**config.mk**
```make
export PLATFORM = sky130hd
export DESIGN_NAME = slot_freelist
export DESIGN_NICKNAME = d
export VERILOG_FILES = /design/src/rtl/slot_freelist.sv
export SDC_FILE = /design/constraint.sdc
export NUM_CORES = 1
export LEC_CHECK = 0
export BUFFER_PORTS_ARGS = -buffer_cell sky130_fd_sc_hd__buf_4
export CAP_MARGIN = 20
export CORE_ASPECT_RATIO = 0.9
export CORE_MARGIN = 3
export CORE_UTILIZATION = 40
export DETAILED_ROUTE_END_ITERATION = 8
export GPL_ROUTABILITY_DRIVEN = 0
export SLEW_MARGIN = 20
export SYNTH_ARGS = -nofsm -noshare
export SYNTH_HDL_FRONTEND = slang
export SYNTH_SLANG_ARGS = --single-unit
```
**constraint.sdc**
```tcl
create_clock -name clock -period 12.15 [get_ports clock]
set_input_delay 2.43 -clock clock [delete_from_list [all_inputs] [get_ports clock]]
set_output_delay 2.43 -clock clock [all_outputs]
set_load 0.01 [all_outputs]
```
**src/rtl/slot_freelist.sv**
```systemverilog
// rtl/slot_freelist.sv - slot pool free list with multi-lane allocate/release
// Define FREELIST_BYPASS_EN to make same-cycle releases allocatable.
module slot_freelist #(
  parameter int WIDTH = 32,
  parameter int REQS  = 2,
  parameter int IDX_W = 5
) (
  input  logic                  clock,
  input  logic                  reset,
  input  logic [REQS-1:0]       alloc_req,
  output logic [REQS-1:0]       alloc_gnt,
  output logic [REQS*IDX_W-1:0] alloc_idx,
  input  logic [REQS-1:0]       free_valid,
  input  logic [REQS*IDX_W-1:0] free_idx,
  output logic [WIDTH-1:0]      free_vec,
  output logic [IDX_W:0]        free_cnt,
  output logic                  none_free
);

  logic [WIDTH-1:0]      free_mask;
  logic [WIDTH-1:0]      avail;
  logic [WIDTH-1:0]      alloc_mask;
  logic [WIDTH-1:0]      free_vec_nxt;
  logic [REQS-1:0]       gnt_raw;
  logic [REQS*IDX_W-1:0] idx_raw;

  function automatic logic [IDX_W-1:0] lowest_idx(input logic [WIDTH-1:0] v);
    lowest_idx = '0;
    for (int i = WIDTH - 1; i >= 0; i--) begin
      if (v[i]) lowest_idx = IDX_W'(i);
    end
  endfunction

  function automatic logic [IDX_W-1:0] highest_idx(input logic [WIDTH-1:0] v);
    highest_idx = '0;
    for (int i = 0; i < WIDTH; i++) begin
      if (v[i]) highest_idx = IDX_W'(i);
    end
  endfunction

  function automatic logic [IDX_W:0] popcount(input logic [WIDTH-1:0] v);
    popcount = '0;
    for (int i = 0; i < WIDTH; i++) begin
      popcount = popcount + {{IDX_W{1'b0}}, v[i]};
    end
  endfunction

  always_comb begin
    free_mask = '0;
    for (int k = 0; k < REQS; k++) begin
      if (free_valid[k]) free_mask[free_idx[k*IDX_W +: IDX_W]] = 1'b1;
    end
  end

`ifdef FREELIST_BYPASS_EN
  assign avail = free_vec | free_mask;
`else
  assign avail = free_vec;
`endif

  // Even ranks consume from the low end, odd ranks from the high end; the two
  // ends only meet when the pool runs short, which shows up as a collision.
  always_comb begin
    logic [WIDTH-1:0] lo_mask;
    logic [WIDTH-1:0] hi_mask;
    logic [WIDTH-1:0] given;
    logic             pick_hi;
    logic             found;
    logic [IDX_W-1:0] cand;
    lo_mask = avail;
    hi_mask = avail;
    given   = '0;
    pick_hi = 1'b0;
    found   = 1'b0;
    cand    = '0;
    gnt_raw = '0;
    idx_raw = '0;
    for (int k = 0; k < REQS; k++) begin
      if (alloc_req[k]) begin
        if (!pick_hi) begin
          found = |lo_mask;
          cand  = lowest_idx(lo_mask);
          if (found) lo_mask[cand] = 1'b0;
        end else begin
          found = |hi_mask;
          cand  = highest_idx(hi_mask);
          if (found) hi_mask[cand] = 1'b0;
        end
        pick_hi = ~pick_hi;
        if (found && !given[cand]) begin
          gnt_raw[k]                 = 1'b1;
          idx_raw[k*IDX_W +: IDX_W]  = cand;
          given[cand]                = 1'b1;
        end
      end
    end
    alloc_mask = given;
  end

  assign alloc_gnt = reset ? '0 : gnt_raw;
  assign alloc_idx = reset ? '0 : idx_raw;

`ifdef FREELIST_BYPASS_EN
  assign free_vec_nxt = avail & ~alloc_mask;
`else
  assign free_vec_nxt = (free_vec & ~alloc_mask) | free_mask;
`endif

  always_ff @(posedge clock or posedge reset) begin
    if (reset) begin
      free_vec  <= '1;
      free_cnt  <= (IDX_W+1)'(WIDTH);
      none_free <= 1'b0;
    end else begin
      free_vec  <= free_vec_nxt;
      free_cnt  <= popcount(free_vec_nxt);
      none_free <= (popcount(free_vec_nxt) == '0);
    end
  end

endmodule
```
Word-level counts from Yosys, hierarchy flattened

Memories as Yosys holds them, arrays and structs flattened.
Index checks and enable logic that the tools add are counted.

$lt $le $gt $ge: 10
$mul: 0
Equal/unequal tests: 0
Muxes and demuxes: 134
Add/subtract/negate cells: 31
Bitwise logic cells: 7
Reductions and logical operators: 12
Div/mod/pow operators: 0
Shift-type cells: 0

Operators by type and width:

| operator                                            | count |
|---|---|
| two-way mux 5 bit                                   | 102 |
| two-way mux 32 bit                                  | 8 |
| adder 6 x 1 -> 6 bit                                | 26 |
| OR 32 bit                                           | 3 |
| bitwise AND 32 bit                                  | 2 |
| inverter 32 bit                                     | 2 |
| OR reduction 32 bit                                 | 2 |
| < comparator 5 x 6 -> 1 bit, second input constant  | 5 |
| demux 1 bit (select 5 bit)                          | 5 |
| >= comparator 5 x 1 -> 1 bit, second input constant | 5 |
| two-way mux 1 bit                                   | 16 |
| two-way mux 10 bit                                  | 1 |
| logical AND 1 bit                                   | 7 |
| adder 5 x 1 -> 6 bit                                | 1 |
| logical NOT 6 bit                                   | 1 |
| adder 4 x 1 -> 5 bit                                | 1 |
| binary-select mux 1 bit (select 5 bit)              | 1 |
| adder 3 x 1 -> 4 bit                                | 1 |
| adder 2 x 1 -> 3 bit                                | 1 |
| adder 1 x 1 -> 2 bit                                | 1 |
| logical NOT 1 bit                                   | 2 |
| two-way mux 2 bit                                   | 1 |

Word-level logic and storage cells: 198
Bits in latches: 0
Memory bits (writable): 0
Output and inout port bits: 51
Bits in read-only memories: 32
Memories: 1
Register bits: 39
Bits of input ports: 16

Memories:

| memory           | words | width | rd ports | clocked after memory_dff | wr ports | RTL line | RTL |
|---|---|---|---|---|---|---|---|
| (name not given) | 32    | 1     | 1        | 0                        | 0        | 90       | `if (found && !given[cand]) begin` |

Depth between registers and ports, before layout

Depth in word-level cells: 117
Depth in mapped cells: 32
Mapped depth without buffers: 29

Least setup slack after synthesis

No wires, ideal clock.

Kind: input-to-reg
Start point: input alloc_req[0]
End point: register none_free
Library setup time: 105 ps
Data required time: 12,045 ps
Path slack: 1,863 ps
Arrival time: 10,182 ps
Path buffers: 1
Stages on the path: 29
Cells stage by stage: buf_2 nor2b_1 nand3_2 nor3_1 o31ai_1 maj3_2 or2_1 or4b_4 o221ai_4 nand4_2 a221oi_4 nor4b_4 a211oi_2 nor2_1 fa_1 inv_1 fa_1 fa_1 fa_1 fa_1 inv_1 fa_1 inv_1 ha_1 a21o_1 a21oi_1 nor2b_1 o21a_1 nor4b_1

Word-level cells in the longest chain between the ends: 77
Elaborated cells on any way between the ends: 87
Classes of those cells: add/sub (31); order compare (2); mux (45); bitwise (4); reduce/logical (5)

RTL lines:

| what                                                                                                     | RTL line | RTL |
|---|---|---|
| from (decl)                                                                                              | 10       | `input logic [REQS-1:0] alloc_req,` |
| two-way mux 32 bit                                                                                       | 79       | `if (alloc_req[k]) begin` |
| two-way mux 5 bit (32 in a row)                                                                          | 30       | `if (v[i]) lowest_idx = IDX_W'(i);` |
| two-way mux 5 bit                                                                                        | 80       | `if (!pick_hi) begin` |
| two-way mux 5 bit                                                                                        | 79       |  |
| < comparator 5 x 6 -> 1 bit (not written as such) / >= comparator 5 x 1 -> 1 bit (equally long branches) | 93       | `given[cand] = 1'b1;` |
| logical AND 1 bit (not written as such)                                                                  | 93       |  |
| two-way mux 1 bit (not written as such)                                                                  | 93       |  |
| demux 1 bit (select 5 bit)                                                                               | 93       |  |
| [6 not listed]                                                                                           | --       |  |
| adder 1 x 1 -> 2 bit                                                                                     | 44       | `popcount = popcount + {{IDX_W{1'b0}}, v[i]};` |
| adder 2 x 1 -> 3 bit                                                                                     | 44       |  |
| adder 3 x 1 -> 4 bit                                                                                     | 44       |  |
| adder 4 x 1 -> 5 bit                                                                                     | 44       |  |
| adder 5 x 1 -> 6 bit                                                                                     | 44       |  |
| adder 6 x 1 -> 6 bit (25 in a row)                                                                       | 44       |  |
| adder 6 x 1 -> 6 bit *                                                                                   | 44       |  |
| logical NOT 6 bit *                                                                                      | 117      | `none_free <= (popcount(free_vec_nxt) == '0);` |
| to (signal assigned)                                                                                     | 117      |  |
| to (decl)                                                                                                | 17       | `output logic none_free` |

Every way passes the cells marked *; elsewhere a longest branch is shown, timed or not. The select of a mux whose other input is x is not followed.

Worst setup path in the final report

Ends and elaborated chain as after synthesis.

==> impl_metrics.json <==
{
  "outcome": "finished, final reports clean",
  "yosysSeqAreaShare": 0.195,
  "clk_latency_ns": 0.28,
  "synthTopCellsByArea": "dfstp_2 (17%), fa_1 (9.2%), a221o_1 (4.6%)",
  "drc": 0,
  "finalHoldViolations": 0,
  "grt_pass1_wl_um": 32700,
  "cts_root_buf": "clkbuf_16",
  "relSlewSlack": 0.391,
  "grt_overflow": 0,
  "max_cap_violations": 0,
  "rows": 38,
  "postSynthAreaPerCell_um2": 8.34,
  "post-synth-top-count-cell": "nor2_1",
  "critPathKind": "in -> reg",
  "setup_ws_ns": 0.803,
  "cts_made_buffers": 5,
  "dp_hpwl_um": 16500,
  "post-route-period-util": 0.934,
  "cp-start-kind": "input pin",
  "io-pin-count": 67,
  "finalSetupViolCount": 0,
  "hold_slack_ns": 0.652,
  "detail-route-antenna-nets": 0,
  "tritoncts": "built",
  "syn_nets": 673,
  "grt_pass1_vias": 5719,
  "grt_max_degree": 41,
  "drtIter0Drc": 975,
  "netlist.top_cell.by_area": "dfstp_2",
  "path_max_fanout": 18,
  "num_vias": 5972,
  "syn_to_final_growth_pct": 14.5,
  "firstDrtPassIters": 6,
  "port_buffers": 66,
  "period_minus_slack_ns": 11.35,
  "multi_input_area_mm2": 0.00391,
  "viasPerCell": 7.16,
  "die_y_um": 114,
  "clkTransAtPathRegs_ns": 0.06,
  "ys_seq_elements": 39,
  "synth_area_mm2": 0.00522,
  "regArea_mm2": 0.00102,
  "critPathSlowestCell": "o41ai_1",
  "synthesis.instances": 626,
  "synth_edf_count": 0,
  "hold_class": "reg -> reg",
  "crit_required_ns": 12.32,
  "cts_sinks": 39,
  "final_core_util": 0.482,
  "yosysUniqueCellTypes": 94,
  "r2r_slack_ns": 2.23,
  "rsz0062_at_grt": "no",
  "wirelength_um": 21100,
  "antenna_cells": 0,
  "nets": 721,
  "wl_per_cell_um": 25.3,
  "pre_cts_ws_ns": 0.750,
  "critPathMostFrequentCell": "fa_1",
  "cts_resized": 0,
  "synthTopCellsByCount": "nor2_1 (56), nand2_1 (44), inv_1 (40), a21oi_1 (37), dfstp_2 (33)",
  "drive_gt1_frac": 0.245,
  "die-area_mm2": 0.0145,
  "setup-tns-final_ns": 0,
  "postSynth.asyncResetShare": 1.00,
  "worstMarginPinSlew_ns": 0.910,
  "cp-end-kind": "flip-flop",
  "cts_setup_buffers": 0,
  "antenna_found_initial": 0,
  "synth_flop_cell": "dfstp_2",
  "fillers": 1191,
  "core-area_mm2": 0.0124,
  "grt_usage": 0.288,
  "fmax_ghz": 0.0881,
  "maxSlewViolCount": 0,
  "htreeDepth": 2,
  "clock_path_buffers": 2,
  "start_util": 0.421,
  "cpPeakStageDelay_ns": 0.65,
  "die_x_um": 126,
  "yosysTopAreaCellShare": 0.166,
  "cp_data_arrival_time_ns": 11.52,
  "yosysWarnings": 0,
  "clock_skew_ns": 0.00585,
  "ctsHoldBuffers": 0
}
## state kept, by name, indices dropped and copies added (netlist names)
register / cells
none_free: 1
free_cnt: 6
free_vec: 32
## cell usage in the layout, fill, tap and decap left out, types with 6 or more instances in the layout
master,n
a21oi_1,37
nor2b_1,9
and3_1,9
nand4_1,6
a31oi_1,15
o31a_1,6
nand2_1,44
o211ai_1,12
a21boi_1,6
o21ai_1,6
ha_1,7
a221oi_1,10
nor2_1,56
a221o_1,24
nand2b_1,8
buf_4,74
o31ai_1,14
o21bai_1,6
inv_1,40
or3_1,11
a21o_1,7
fa_1,24
o21ai_0,23
nor3b_1,11
nand3_1,9
dfstp_2,33
o21a_1,7
dfrtp_1,6
nor3_1,22
nor4_1,6
## logic make-up after synthesis
group	Yosys count	synth area share
AO/OA/AOI/OAI	237	0.355
AND/OR/NAND/NOR	236	0.267
buffers and inverters	74	0.0568
flip-flops	39	0.195
adder cells (fa/ha/maj)	33	0.113
multiplexers	4	0.00838
XOR/XNOR	3	0.00503
## per-stage QoR
stage	instance area (µm²)	std cells
2_1_floorplan	5220	626
3_5_place_dp	5840	827
3_3_place_gp	5840	827
4_1_cts	5980	834
6_report	5980	834
5_1_grt	5980	834
## worst max-delay path: cells and delay by family
family	cells	cell delay (ns)
compound gates	7	2.21
xor+xnor	1	0.14
fa+ha+maj	8	3.62
buf+inv	4	0.38
simple gates	9	2.74
## final timing paths
path,endpoint,startpoint,cells after the start
max in group asynchronous,free_vec[16],reset,3
worst min register to register,free_vec[3],free_vec[3],1
min in group asynchronous,free_cnt[3],reset,3
worst min-delay path,free_vec[3],free_vec[3],1
worst max-delay path,none_free,alloc_req[0],29
worst max register to register,none_free,free_vec[29],29
## layer usage
metal | global-route usage | part of all wire
met1 | 0.405 | 0.41
met2 | 0.422 | 0.41
met3 | 0.0844 | 0.14
met4 | 0.0979 | 0.037
met5 | 0 | 0
## layout make-up
cell class | count | area share
clock buffer | 6 | 0.0232
clock inverter | 1 | 0.000837
inverter | 41 | 0.0257
multi-input combinational | 513 | 0.654
sequential | 39 | 0.170
tap | 160 | 0.0335
timing repair buffer | 74 | 0.0929
Power is left out: the tool's default activity adds up to more than one toggle a clock period on the data nets, which glitch-free logic cannot reach.
